--- src/rtl/bcd_updown_scan_counter.sv ---
// Debounced up/down BCD counter with a multiplexed common-anode seven-segment driver.
// Optional: define LEADING_ZERO_BLANK_EN to blank leading zero digits (digit 0 always shown).
module bcd_updown_scan_counter #(
  parameter int NUM_DIGITS      = 4,
  parameter int DEBOUNCE_CYCLES = 1000000,
  parameter int SCAN_CYCLES     = 100000
) (
  input  logic                    clk,
  input  logic                    rst,
  input  logic                    btn_inc,
  input  logic                    btn_dec,
  input  logic                    btn_clr,
  output logic [4*NUM_DIGITS-1:0] count_bcd,
  output logic                    wrap,
  output logic [6:0]              seg,
  output logic [NUM_DIGITS-1:0]   an
);

  localparam int DB_W   = $clog2(DEBOUNCE_CYCLES);
  localparam int SCAN_W = (SCAN_CYCLES > 1) ? $clog2(SCAN_CYCLES) : 1;
  localparam int IDX_W  = (NUM_DIGITS > 1) ? $clog2(NUM_DIGITS) : 1;
  localparam logic [DB_W-1:0]   DB_LAST   = DB_W'(DEBOUNCE_CYCLES - 1);
  localparam logic [SCAN_W-1:0] SCAN_LAST = SCAN_W'(SCAN_CYCLES - 1);
  localparam logic [IDX_W-1:0]  IDX_LAST  = IDX_W'(NUM_DIGITS - 1);

  typedef enum int {BTN_INC = 0, BTN_DEC = 1, BTN_CLR = 2} btn_e;

  logic [2:0]            sync1_q, sync2_q;
  logic [2:0]            db_q, db_d, db_prev_q;
  logic [2:0][DB_W-1:0]  db_cnt_q, db_cnt_d;
  logic [2:0]            press;

  logic [4*NUM_DIGITS-1:0] count_q, count_d;
  logic                    wrap_q, wrap_d;
  logic [SCAN_W-1:0]       scan_cnt_q, scan_cnt_d;
  logic [IDX_W-1:0]        scan_idx_q, scan_idx_d;
  logic [6:0]              seg_q, seg_d;
  logic [NUM_DIGITS-1:0]   an_q, an_d;

  function automatic logic [6:0] seg7(input logic [3:0] d);
    case (d)
      4'd0:    seg7 = 7'b1000000;
      4'd1:    seg7 = 7'b1111001;
      4'd2:    seg7 = 7'b0100100;
      4'd3:    seg7 = 7'b0110000;
      4'd4:    seg7 = 7'b0011001;
      4'd5:    seg7 = 7'b0010010;
      4'd6:    seg7 = 7'b0000010;
      4'd7:    seg7 = 7'b1111000;
      4'd8:    seg7 = 7'b0000000;
      4'd9:    seg7 = 7'b0010000;
      default: seg7 = 7'b1111111;
    endcase
  endfunction

  // Debounce: state flips only after DEBOUNCE_CYCLES consecutive disagreeing samples.
  always_comb begin
    // NOTE: every always_comb output gets a default first so no path can infer a latch.
    db_d     = db_q;
    db_cnt_d = '0;
    for (int i = 0; i < 3; i++) begin
      if (sync2_q[i] != db_q[i]) begin
        if (db_cnt_q[i] == DB_LAST) begin
          db_d[i] = sync2_q[i];
        end else begin
          db_cnt_d[i] = db_cnt_q[i] + 1'b1;
        end
      end
    end
  end

  assign press = db_q & ~db_prev_q;

  always_comb begin
    logic       carry;
    logic [3:0] dig;
    logic       all9, all0;
    count_d = count_q;
    wrap_d  = 1'b0;
    carry   = 1'b1;
    dig     = '0;
    all9    = 1'b1;
    all0    = 1'b1;
    for (int k = 0; k < NUM_DIGITS; k++) begin
      all9 &= (count_q[4*k +: 4] == 4'd9);
      all0 &= (count_q[4*k +: 4] == 4'd0);
    end
    if (press[BTN_CLR]) begin
      count_d = '0;
    end else if (press[BTN_INC] && !press[BTN_DEC]) begin
      for (int k = 0; k < NUM_DIGITS; k++) begin
        dig = count_q[4*k +: 4];
        if (carry) begin
          if (dig == 4'd9) begin
            count_d[4*k +: 4] = 4'd0;
          end else begin
            count_d[4*k +: 4] = dig + 4'd1;
            carry             = 1'b0;
          end
        end
      end
      wrap_d = all9;
    end else if (press[BTN_DEC] && !press[BTN_INC]) begin
      for (int k = 0; k < NUM_DIGITS; k++) begin
        dig = count_q[4*k +: 4];
        if (carry) begin
          if (dig == 4'd0) begin
            count_d[4*k +: 4] = 4'd9;
          end else begin
            count_d[4*k +: 4] = dig - 4'd1;
            carry             = 1'b0;
          end
        end
      end
      wrap_d = all0;
    end
  end

  // Scan timing runs independently of button activity.
  always_comb begin
    logic [3:0] cur;
`ifdef LEADING_ZERO_BLANK_EN
    logic [NUM_DIGITS-1:0] zero_above;
    logic                  zacc;
`endif
    scan_cnt_d = scan_cnt_q + 1'b1;
    scan_idx_d = scan_idx_q;
    if (scan_cnt_q == SCAN_LAST) begin
      scan_cnt_d = '0;
      scan_idx_d = (scan_idx_q == IDX_LAST) ? '0 : scan_idx_q + 1'b1;
    end
    cur  = count_q[4*int'(scan_idx_q) +: 4];
    an_d = '1;
    an_d[scan_idx_q] = 1'b0;
    seg_d = seg7(cur);
`ifdef LEADING_ZERO_BLANK_EN
    zacc = 1'b1;
    zero_above = '0;
    for (int k = NUM_DIGITS - 1; k >= 0; k--) begin
      zacc &= (count_q[4*k +: 4] == 4'd0);
      zero_above[k] = zacc;
    end
    if (scan_idx_q != '0 && zero_above[scan_idx_q]) begin
      seg_d = 7'b1111111;
    end
`endif
  end

  // NOTE: sequential state uses non-blocking assignments; reset is synchronous and clears everything.
  always_ff @(posedge clk) begin
    if (rst) begin
      sync1_q    <= '0;
      sync2_q    <= '0;
      db_q       <= '0;
      db_prev_q  <= '0;
      db_cnt_q   <= '0;
      count_q    <= '0;
      wrap_q     <= 1'b0;
      scan_cnt_q <= '0;
      scan_idx_q <= '0;
      seg_q      <= 7'b1000000;
      an_q       <= {{(NUM_DIGITS-1){1'b1}}, 1'b0};
    end else begin
      sync1_q    <= {btn_clr, btn_dec, btn_inc};
      sync2_q    <= sync1_q;
      db_q       <= db_d;
      db_prev_q  <= db_q;
      db_cnt_q   <= db_cnt_d;
      count_q    <= count_d;
      wrap_q     <= wrap_d;
      scan_cnt_q <= scan_cnt_d;
      scan_idx_q <= scan_idx_d;
      seg_q      <= seg_d;
      an_q       <= an_d;
    end
  end

  assign count_bcd = count_q;
  assign wrap      = wrap_q;
  assign seg       = seg_q;
  assign an        = an_q;

endmodule

--- config.mk ---
export PLATFORM = sky130hd
export DESIGN_NAME = bcd_updown_scan_counter
export DESIGN_NICKNAME = d
export VERILOG_FILES = /design/src/rtl/bcd_updown_scan_counter.sv
export SDC_FILE = /design/constraint.sdc
export NUM_CORES = 1
export LEC_CHECK = 0
export CAP_MARGIN = 20
export CORE_MARGIN = 4
export CORE_UTILIZATION = 39
export DETAILED_ROUTE_END_ITERATION = 12
export GPL_ROUTABILITY_DRIVEN = 0
export SYNTH_ARGS = -nofsm -noshare
export SYNTH_HDL_FRONTEND = slang
export SYNTH_SLANG_ARGS = --single-unit
--- constraint.sdc ---
create_clock -name clk -period 4.6 [get_ports clk]
set_input_delay 0.46 -clock clk [delete_from_list [all_inputs] [get_ports clk]]
set_output_delay 0.46 -clock clk [all_outputs]
set_load 0.01 [all_outputs]
### Word level (Yosys, flattened, before mapping)

Memory sizes are Yosys's and may differ from the RTL's. A register that Yosys moved wholly into a read port is not among the register bits.
Cells that the tools add are included.

| operators by class | value |
|---|---|
| add/sub/neg operators | 13 |
| $lt $le $gt $ge | 2 |
| equal/unequal tests | 15 |
| shift-type cells | 1 |
| multiplexer cells | 46 |
| bitwise operators | 12 |
| reduce and logical (&&, ||, !) cells | 24 |

Operators with widths:

| kind | number |
|---|---|
| adder 20 x 1 -> 20 bit (second input constant) | 3 |
| equality test 20 bit (second input constant) | 3 |
| 2-to-1 mux 4 bit | 14 |
| 2-to-1 mux 16 bit | 2 |
| 2-to-1 mux 1 bit | 28 |
| adder 17 x 1 -> 17 bit (second input constant) | 1 |
| equality test 17 bit (second input constant) | 1 |
| adder 4 x 1 -> 4 bit (second input constant) | 4 |
| equality test 4 bit (second input constant) | 4 |
| logical NOT 4 bit | 4 |
| variable part select 16 x 5 -> 4 bit | 1 |
| subtractor 4 x 1 -> 4 bit (second input constant) | 4 |
| AND reduction 3 bit | 3 |
| OR reduction 3 bit | 3 |
| nonzero test 2 bit | 4 |
| AND 1 bit | 6 |
| != test 2 x 1 -> 1 bit (second input constant) | 3 |
| AND reduction 2 bit | 3 |
| inverter 4 bit | 1 |
| OR reduction 2 bit | 2 |
| AND 3 bit | 1 |
| logical AND 1 bit | 3 |
| less-than comparator 2 x 3 -> 1 bit (second input constant) | 1 |
| != test 1 bit | 3 |
| 8 further kinds | 11 |

| word-level totals | value |
|---|---|
| flip-flop bits (word level) | 112 |
| ROM bits | 112 |
| word-level logic and storage cells | 131 |
| memories | 1 |

Memory list:

| memory | words | width | rd ports | clocked after Yosys merged registers in | write ports | line | text |
|---|---|---|---|---|---|---|---|
| (no name shown) | 16 | 7 | 1 | 1 | 0 | 41 | `case (d)` |

### Logic depth before layout (Yosys ltp)

Gate-level depths: netlist (run 1).

| logic depth | value |
|---|---|
| depth in word-level cells | 18 |
| gate-level depth with buffers | 10 |

### Least setup slack after synthesis (run 1)

OpenSTA, ideal clock, no wires.

| timing | value |
|---|---|
| kind | register to register |
| from | register db_q[0] |
| to | register count_q[14] (netlist: count_bcd[14]) |
| setup time | 136 ps |
| data arrival time | 1879 ps |
| required time | 4464 ps |
| path slack | 2585 ps |
| cell stages (with the launch flop) | 7 |
| period minus slack after synthesis | 2015 ps |
| cells stage by stage | dfxtp_1 > nand2b_1 > ha_1 > nor3_2 > nand4_1 > a2111oi_0 > a211oi_1 |

| on the way | value |
|---|---|
| word-level cells in the longest chain between the ends | 5 |

RTL lines:

| item | line | text |
|---|---|---|
| start, declared | 29 | `logic [2:0] db_q, db_d, db_prev_q;` |
| start signal, assigned | 154 | `db_q <= '0;` |
| start signal, assigned | 166 | `db_q <= db_d;` |
| AND 3 bit * | 72 | `assign press = db_q & ~db_prev_q;` |
| logical NOT 1 bit | 103 | `end else if (press[BTN_DEC] && !press[BTN_INC]) begin` |
| logical AND 1 bit | 103 |  |
| nonzero test 2 bit (no line) | - |  |
| AND reduction 3 bit (no line) | - |  |
| end signal, assigned | 169 | `count_q <= count_d;` |
| end, declared | 33 | `logic [4*NUM_DIGITS-1:0] count_q, count_d;` |

Mark *: on every way between the ends. The rest lies on a longest branch, timed or not.
A chain may end at the register's enable or synchronous reset.

### Final worst setup path (run 1)

Same ends and word-level chain as after synthesis.

==> out/qor.yml, run 1 <==
run_status:
  status: "complete, no violations"
min_path:
  hold_path_class: "reg2reg"
  hold_depth: 1
critical_path:
  worstPathRequired_ps: 4880
  cp.buffers_inverters: 1
  cp_top_family: "adder cells"
  cp.arrival_ps: 2850
  critPathCaptureType: "flop"
  cp.depth: 7
  worst_path_largest_cell_delay_ps: 740
  cp-start-kind: "flop"
  worstRegToRegCells: 7
  critical_path_class: "reg2reg"
  r2r_slack_ps: 2030
  crit_slowest_cell: "ha_1"
  worstPathCellList: "nand2b_1 > inv_1 > ha_1 > and3_1 > nand4_1 > a2111oi_0 > a211oi_1"
  cp_max_fo: 27
global_routing:
  grt_antenna_before_repair: 0
  grt_pass1_vias: 4660
  grt_max_degree: 28
  overflow: 0
  grt_pass1_wl_mm: 20.5
  track_usage_pct: 14.8
routing:
  drc_errors: 0
  vias: 4764
  first_iter_violations: 396
  vias_per_cell: 5.35
  drt-wirelength-per-cell_um: 13.3
  first_pass_iters: 5
  routed_wl_mm: 11.9
  antenna_left: 0
synthesis:
  ys_ff_latch: 119
  ys.flop_type: "dfxtp_1"
  yosys_warnings: 0
  synth-async-reset-ratio_pct: 0
  ys_seq_area_share_pct: 41.0
  syn_avg_cell_area_um2: 8.62
  synthesis.nets: 693
  syn_area_um2: 5800
  synth_edf_count: 0
  ys_types: 58
  syn_inst: 673
timing:
  finalSetupTns_ps: 0
  hold_viol: 0
  period_minus_slack_ps: 2570
  rsz0062_at_grt: "false"
  finalClockSkew_ps: 8.97
  finalCritPeriodShare_pct: 55.8
  finalSetupViolCount: 0
  hold_slack_ps: 439
  slew_violations: 0
  fmax_ghz: 0.390
  maxSlewHeadroom_pct: 39.7
  tightest_slew_ps: 904
clock_network:
  cts_setup_buffers: 0
  cts_resized: 0
  h-tree-depth: 4
  cts_buffers: 17
  cts_tree: "yes"
  clockBufferDepth: 2
  clkLatencyLatePin_ps: 420
  cts_root_buf: "clkbuf_16"
  cts.sinks: 119
  clkTransAtPathRegs_ps: 50
  hold_buffers: 0
die:
  start_util_pct: 39.9
  rows: 44
  die_y_um: 130
  core_um2: 14500
  fp.dieArea_um2: 16900
  pin_count: 33
  die_w_um: 130
placement:
  portBuffers: 32
  dpl.cell_count: 859
  dpl.hpwl_mm: 8.07
final_layout:
  area_growth_pct: 18.7
  utilization_pct: 47.4
  drive_gt1_share_pct: 8.36
  final_nets: 714
  final_cell_mix: "dfxtp_1 (119), nor2_1 (80), a21oi_1 (40)"
  diodes: 0
  final_common_cell: "dfxtp_1"
  final_cells: 890
power_and_ir_drop:
  leakagePower_uw: 0.00225
  peakVddDrop_mv: 0.266
  p_per_area_nw_per_um2: 361
  power.total_uw: 2490
flow_run:
  max-cap-violations: 0
==> power by group <==
part           internal [µW]  total, µW  leakage [µW]  switching, µW
logic                   11.1       28.7      0.000984           17.6
registers               1040       1040      0.000960           3.26
clock network            974       1420      0.000309            446
==> layout make-up <==
type,count,area (µm²)
Fill cell,1414,7640
Multi-Input combinational cell,491,3180
Sequential cell,119,2380
Clock buffer,24,502
Timing Repair Buffer,35,343
Tap cell,184,230
Clock inverter,7,140
Inverter,30,113
==> kinds of logic (layout without fill, tap and decap cells) <==
logic type      Yosys count  in the layout  share of synthesized area, %
simple gates            292            292                          28.0
compound gates          117            117                          12.3
xor+xnor                 58             58                          8.75
mux                       9              9                          2.46
fa+ha+maj                15             15                          3.23
flops                   119            119                          41.0
buf+inv                  63             96                          4.18
==> synthesized netlist by cell type, drive strengths merged (20+ instances only) <==
master | instances | share of area [%]
dfxtp | 119 | 41
nor2 | 80 | 5.2
a21oi | 41 | 3.6
o21ai | 37 | 3.3
inv | 30 | 1.9
nand3 | 29 | 2.6
xnor2 | 29 | 4.4
xor2 | 29 | 4.4
clkbuf | 27 | 1.7
nand2 | 26 | 1.7
nand4 | 24 | 2.7
or3 | 20 | 2.2
==> per-stage QoR <==
step	instance area, µm²	setup slack [ps]
2_1_floorplan	5800	2590
3_3_place_gp	6250	2150
3_5_place_dp	6250	2080
4_1_cts	6890	2060
5_1_grt	6890	1860
6_report	6890	2030
==> flip-flops by register name (all words and copies together) (netlist names) <==
name,flops
scan_cnt_q,17
wrap,1
sync2_q,3
db_prev_q,3
scan_idx_q,2
sync1_q,3
seg,7
an,4
db_q,3
db_cnt_q,60
count_bcd,16
==> path summary, 6_finish.rpt <==
kind                    startpoint                    endpoint
min reg2reg  sync1_q[2]$_SDFF_PP0_       sync2_q[2]$_SDFF_PP0_
max           db_q[0]$_SDFFE_PP0P_  count_bcd[14]$_SDFFE_PP0P_
max reg2reg   db_q[0]$_SDFFE_PP0P_  count_bcd[14]$_SDFFE_PP0P_
min          sync1_q[2]$_SDFF_PP0_       sync2_q[2]$_SDFF_PP0_
==> layer usage <==
layer  track usage [%]  routed length (µm)  up-vias
met3              3.64                 483       20
met4              6.60                 230        0
li1                  -                   -     2431
met5                 0                   0        -
met2              24.7                5560       97
met1              18.0                5600     2216
No activity file was read; power rests on OpenSTA's default activity.
==> run 2, diff against run 1 <==
==> constraint.sdc (replaced) <==
create_clock -name clk -period 2.6 [get_ports clk]
set_input_delay 0.26 -clock clk [delete_from_list [all_inputs] [get_ports clk]]
set_output_delay 0.26 -clock clk [all_outputs]
set_load 0.01 [all_outputs]
==> run 2 against run 1 <==
Effect of this change:
- non-clock buffer count rose by 4
- global-route usage rose by 0.59 points
- sequential share of layout area fell by 0.088 points
- cell count rose by 0.56%
- fmax rose by 9.6%
- die area did not move
- worst setup slack got worse by 1800 ps
- core utilization rose by 0.12 points
- combinational power rose by 88%
- routed wire length rose by 3.4%
- clock-buffer cell count fell by 4
- sequential cell count did not move
==> out/qor.yml, run 2 (synthesis gave the netlist of run 1 again) <==
run_status:
  status: "complete, no violations"
critical_path:
  cp-start-kind: "flop"
  cp.arrival_ps: 2620
  r2r_slack_ps: 260
  cp.buffers_inverters: 0
  cp_top_family: "simple AND/OR/NAND/NOR gates"
  worstPathCellList: "nand2b_1 > ha_1 > nor3_2 > nand4_1 > a2111oi_0 > a211oi_1"
  critical_path_class: "reg2reg"
  worst_path_largest_cell_delay_ps: 470
  r2r-start: "db_q[0]$_SDFFE_PP0P_"
  worstPathRequired_ps: 2880
  critPathCaptureType: "flop"
  cp_max_fo: 8
  r2r_end: "count_bcd[14]$_SDFFE_PP0P_"
  crit_slowest_cell: "a2111oi_0"
  worstRegToRegCells: 6
final_layout:
  drive_gt1_share_pct: 9.28
  regArea_um2: 2380
  area_growth_pct: 19.0
  largest_reg_flops: 60
  nFillCells: 1412
  largest_register: "db_cnt_q"
  multi_input_area_um2: 3190
  final_cell_mix: "dfxtp_1 (119), nor2_1 (80), a21oi_1 (40)"
  design_area_um2: 6910
  final_nets: 718
  final_common_cell: "dfxtp_1"
  final_cells: 895
  diodes: 0
routing:
  antenna_left: 0
  drc_errors: 0
  vias_per_cell: 5.41
  routed_wl_mm: 12.3
  vias: 4844
  first_pass_iters: 5
  first_iter_violations: 426
  drt-wirelength-per-cell_um: 13.7
power_and_ir_drop:
  peakVddDrop_mv: 0.543
  p_per_area_nw_per_um2: 631
  switching_share_pct: 20.1
  pwr-share-comb_pct: 1.2
  p_switching_uw: 875
  leakagePower_uw: 0.00226
  pwr-share-clk_pct: 56.5
  seqPwrFrac_pct: 42.2
  internal_power_uw: 3480
global_routing:
  overflow: 0
  track_usage_pct: 15.4
  grt_pass1_vias: 4674
  grt_antenna_before_repair: 0
  grt_max_degree: 22
  grt_pass1_wl_mm: 21.2
clock_network:
  cts_root_buf: "clkbuf_16"
  clkLatencyLatePin_ps: 410
  cts.sinks: 119
  clkTransAtPathRegs_ps: 50
  cts_tree: "yes"
  h-tree-depth: 4
  cts_buffers: 17
  cts_setup_buffers: 0
  clockBufferDepth: 2
min_path:
  hold_path_class: "in2reg"
  hold_depth: 2
  worstHoldStart: "btn_clr"
  hold-path-endpoint: "sync1_q[2]$_SDFF_PP0_"
timing:
  hold_viol: 0
  finalClockSkew_ps: 7.33
  tightest_slew_ps: 679
  maxSlewHeadroom_pct: 54.4
  finalSetupViolCount: 0
  period_minus_slack_ps: 2340
  finalSetupTns_ps: 0
  rsz0062_at_grt: "false"
  finalCritPeriodShare_pct: 90.1
  fmax_ghz: 0.427
  hold_slack_ps: 404
  slew_violations: 0
placement:
  dpl.cell_count: 863
  dpl_cell_area_um2: 6280
  dpl.hpwl_mm: 8.31
  portBuffers: 32
die:
  die_w_um: 130
  rows: 44
  start_util_pct: 39.9
  fp.dieArea_um2: 16900
  core_um2: 14500
  pin_count: 33
  die_y_um: 130
flow_run:
  max-cap-violations: 0
## run 2: cell types whose count changed in the layout (fill, tap and decap cells not counted), sizes merged
| cell | before | now |
|---|---|---|
| buf | 3 | 7 |
| clkbuf | 24 | 20 |
| clkinv | 1 | 4 |
| clkinvlp | 2 | 3 |
| inv | 30 | 31 |
## run 2: timing repair
action / CTS / global route
gates resized for setup: 0 / 2
endpoints found under the setup margin: 0 / 1
hold buffers: 0 / 0
## run 2: metrics by stage
stage,util [%],power (µW),setup slack [ps]
floorplan,-,1910,585
global placement,43.2,1930,390
detailed placement,43.2,1930,290
CTS,47.5,4410,286
global route,47.5,4500,41.5
finish,47.5,4360,257
## run 2: layout make-up
cell class | instances | area share [%]
Clock inverter | 12 | 2.54
Timing Repair Buffer | 39 | 5.40
Sequential cell | 119 | 34.5
Multi-Input combinational cell | 491 | 46.1
Tap cell | 184 | 3.33
Clock buffer | 20 | 6.47
Inverter | 30 | 1.63
## run 2: worst reg2reg max path, cell delays in order (launching register included)
cell and delay, ps:
dfxtp_1 370, nand2b_1 100, ha_1 420, nor3_2 440, nand4_1 310, a2111oi_0 470
a211oi_1 100
## run 2: power by group through the flow
stage               logic (µW)  clock network (µW)  registers (µW)
global placement          52.6                   0            1880
CTS                       55.1                2510            1840
finish                    53.9                2460            1840
floorplan                 34.9                   0            1880
detailed placement        54.9                   0            1880
global route              60.8                2600            1840
## run 2: how the worst max path moves through the flow
| stage | startpoint | depth (start not counted) | end | slack, ps |
|---|---|---|---|---|
| 5_1_grt | db_q[0]$_SDFFE_PP0P_ | 6 | count_bcd[14]$_SDFFE_PP0P_ | 40 |
| 3_3_place_gp | db_q[0]$_SDFFE_PP0P_ | 7 | count_bcd[14]$_SDFFE_PP0P_ | 390 |
| 2_1_floorplan | db_q[0]$_SDFFE_PP0P_ | 6 | count_bcd[14]$_SDFFE_PP0P_ | 590 |
| 4_1_cts | db_q[0]$_SDFFE_PP0P_ | 6 | count_bcd[14]$_SDFFE_PP0P_ | 290 |
| 3_5_place_dp | db_q[0]$_SDFFE_PP0P_ | 6 | count_bcd[14]$_SDFFE_PP0P_ | 290 |
| 6_report | db_q[0]$_SDFFE_PP0P_ | 6 | count_bcd[14]$_SDFFE_PP0P_ | 260 |
## run 2: per-layer routing
layer / wire length [µm] / part of all wire, % / vias to the layer above / track usage, %
li1: - / - / 2445 / -
met1: 5830 / 47 / 2276 / 19.8
met2: 5770 / 47 / 103 / 24.9
met3: 477 / 3.9 / 20 / 3.56
met4: 203 / 1.7 / 0 / 6.36
met5: 0 / 0 / - / 0
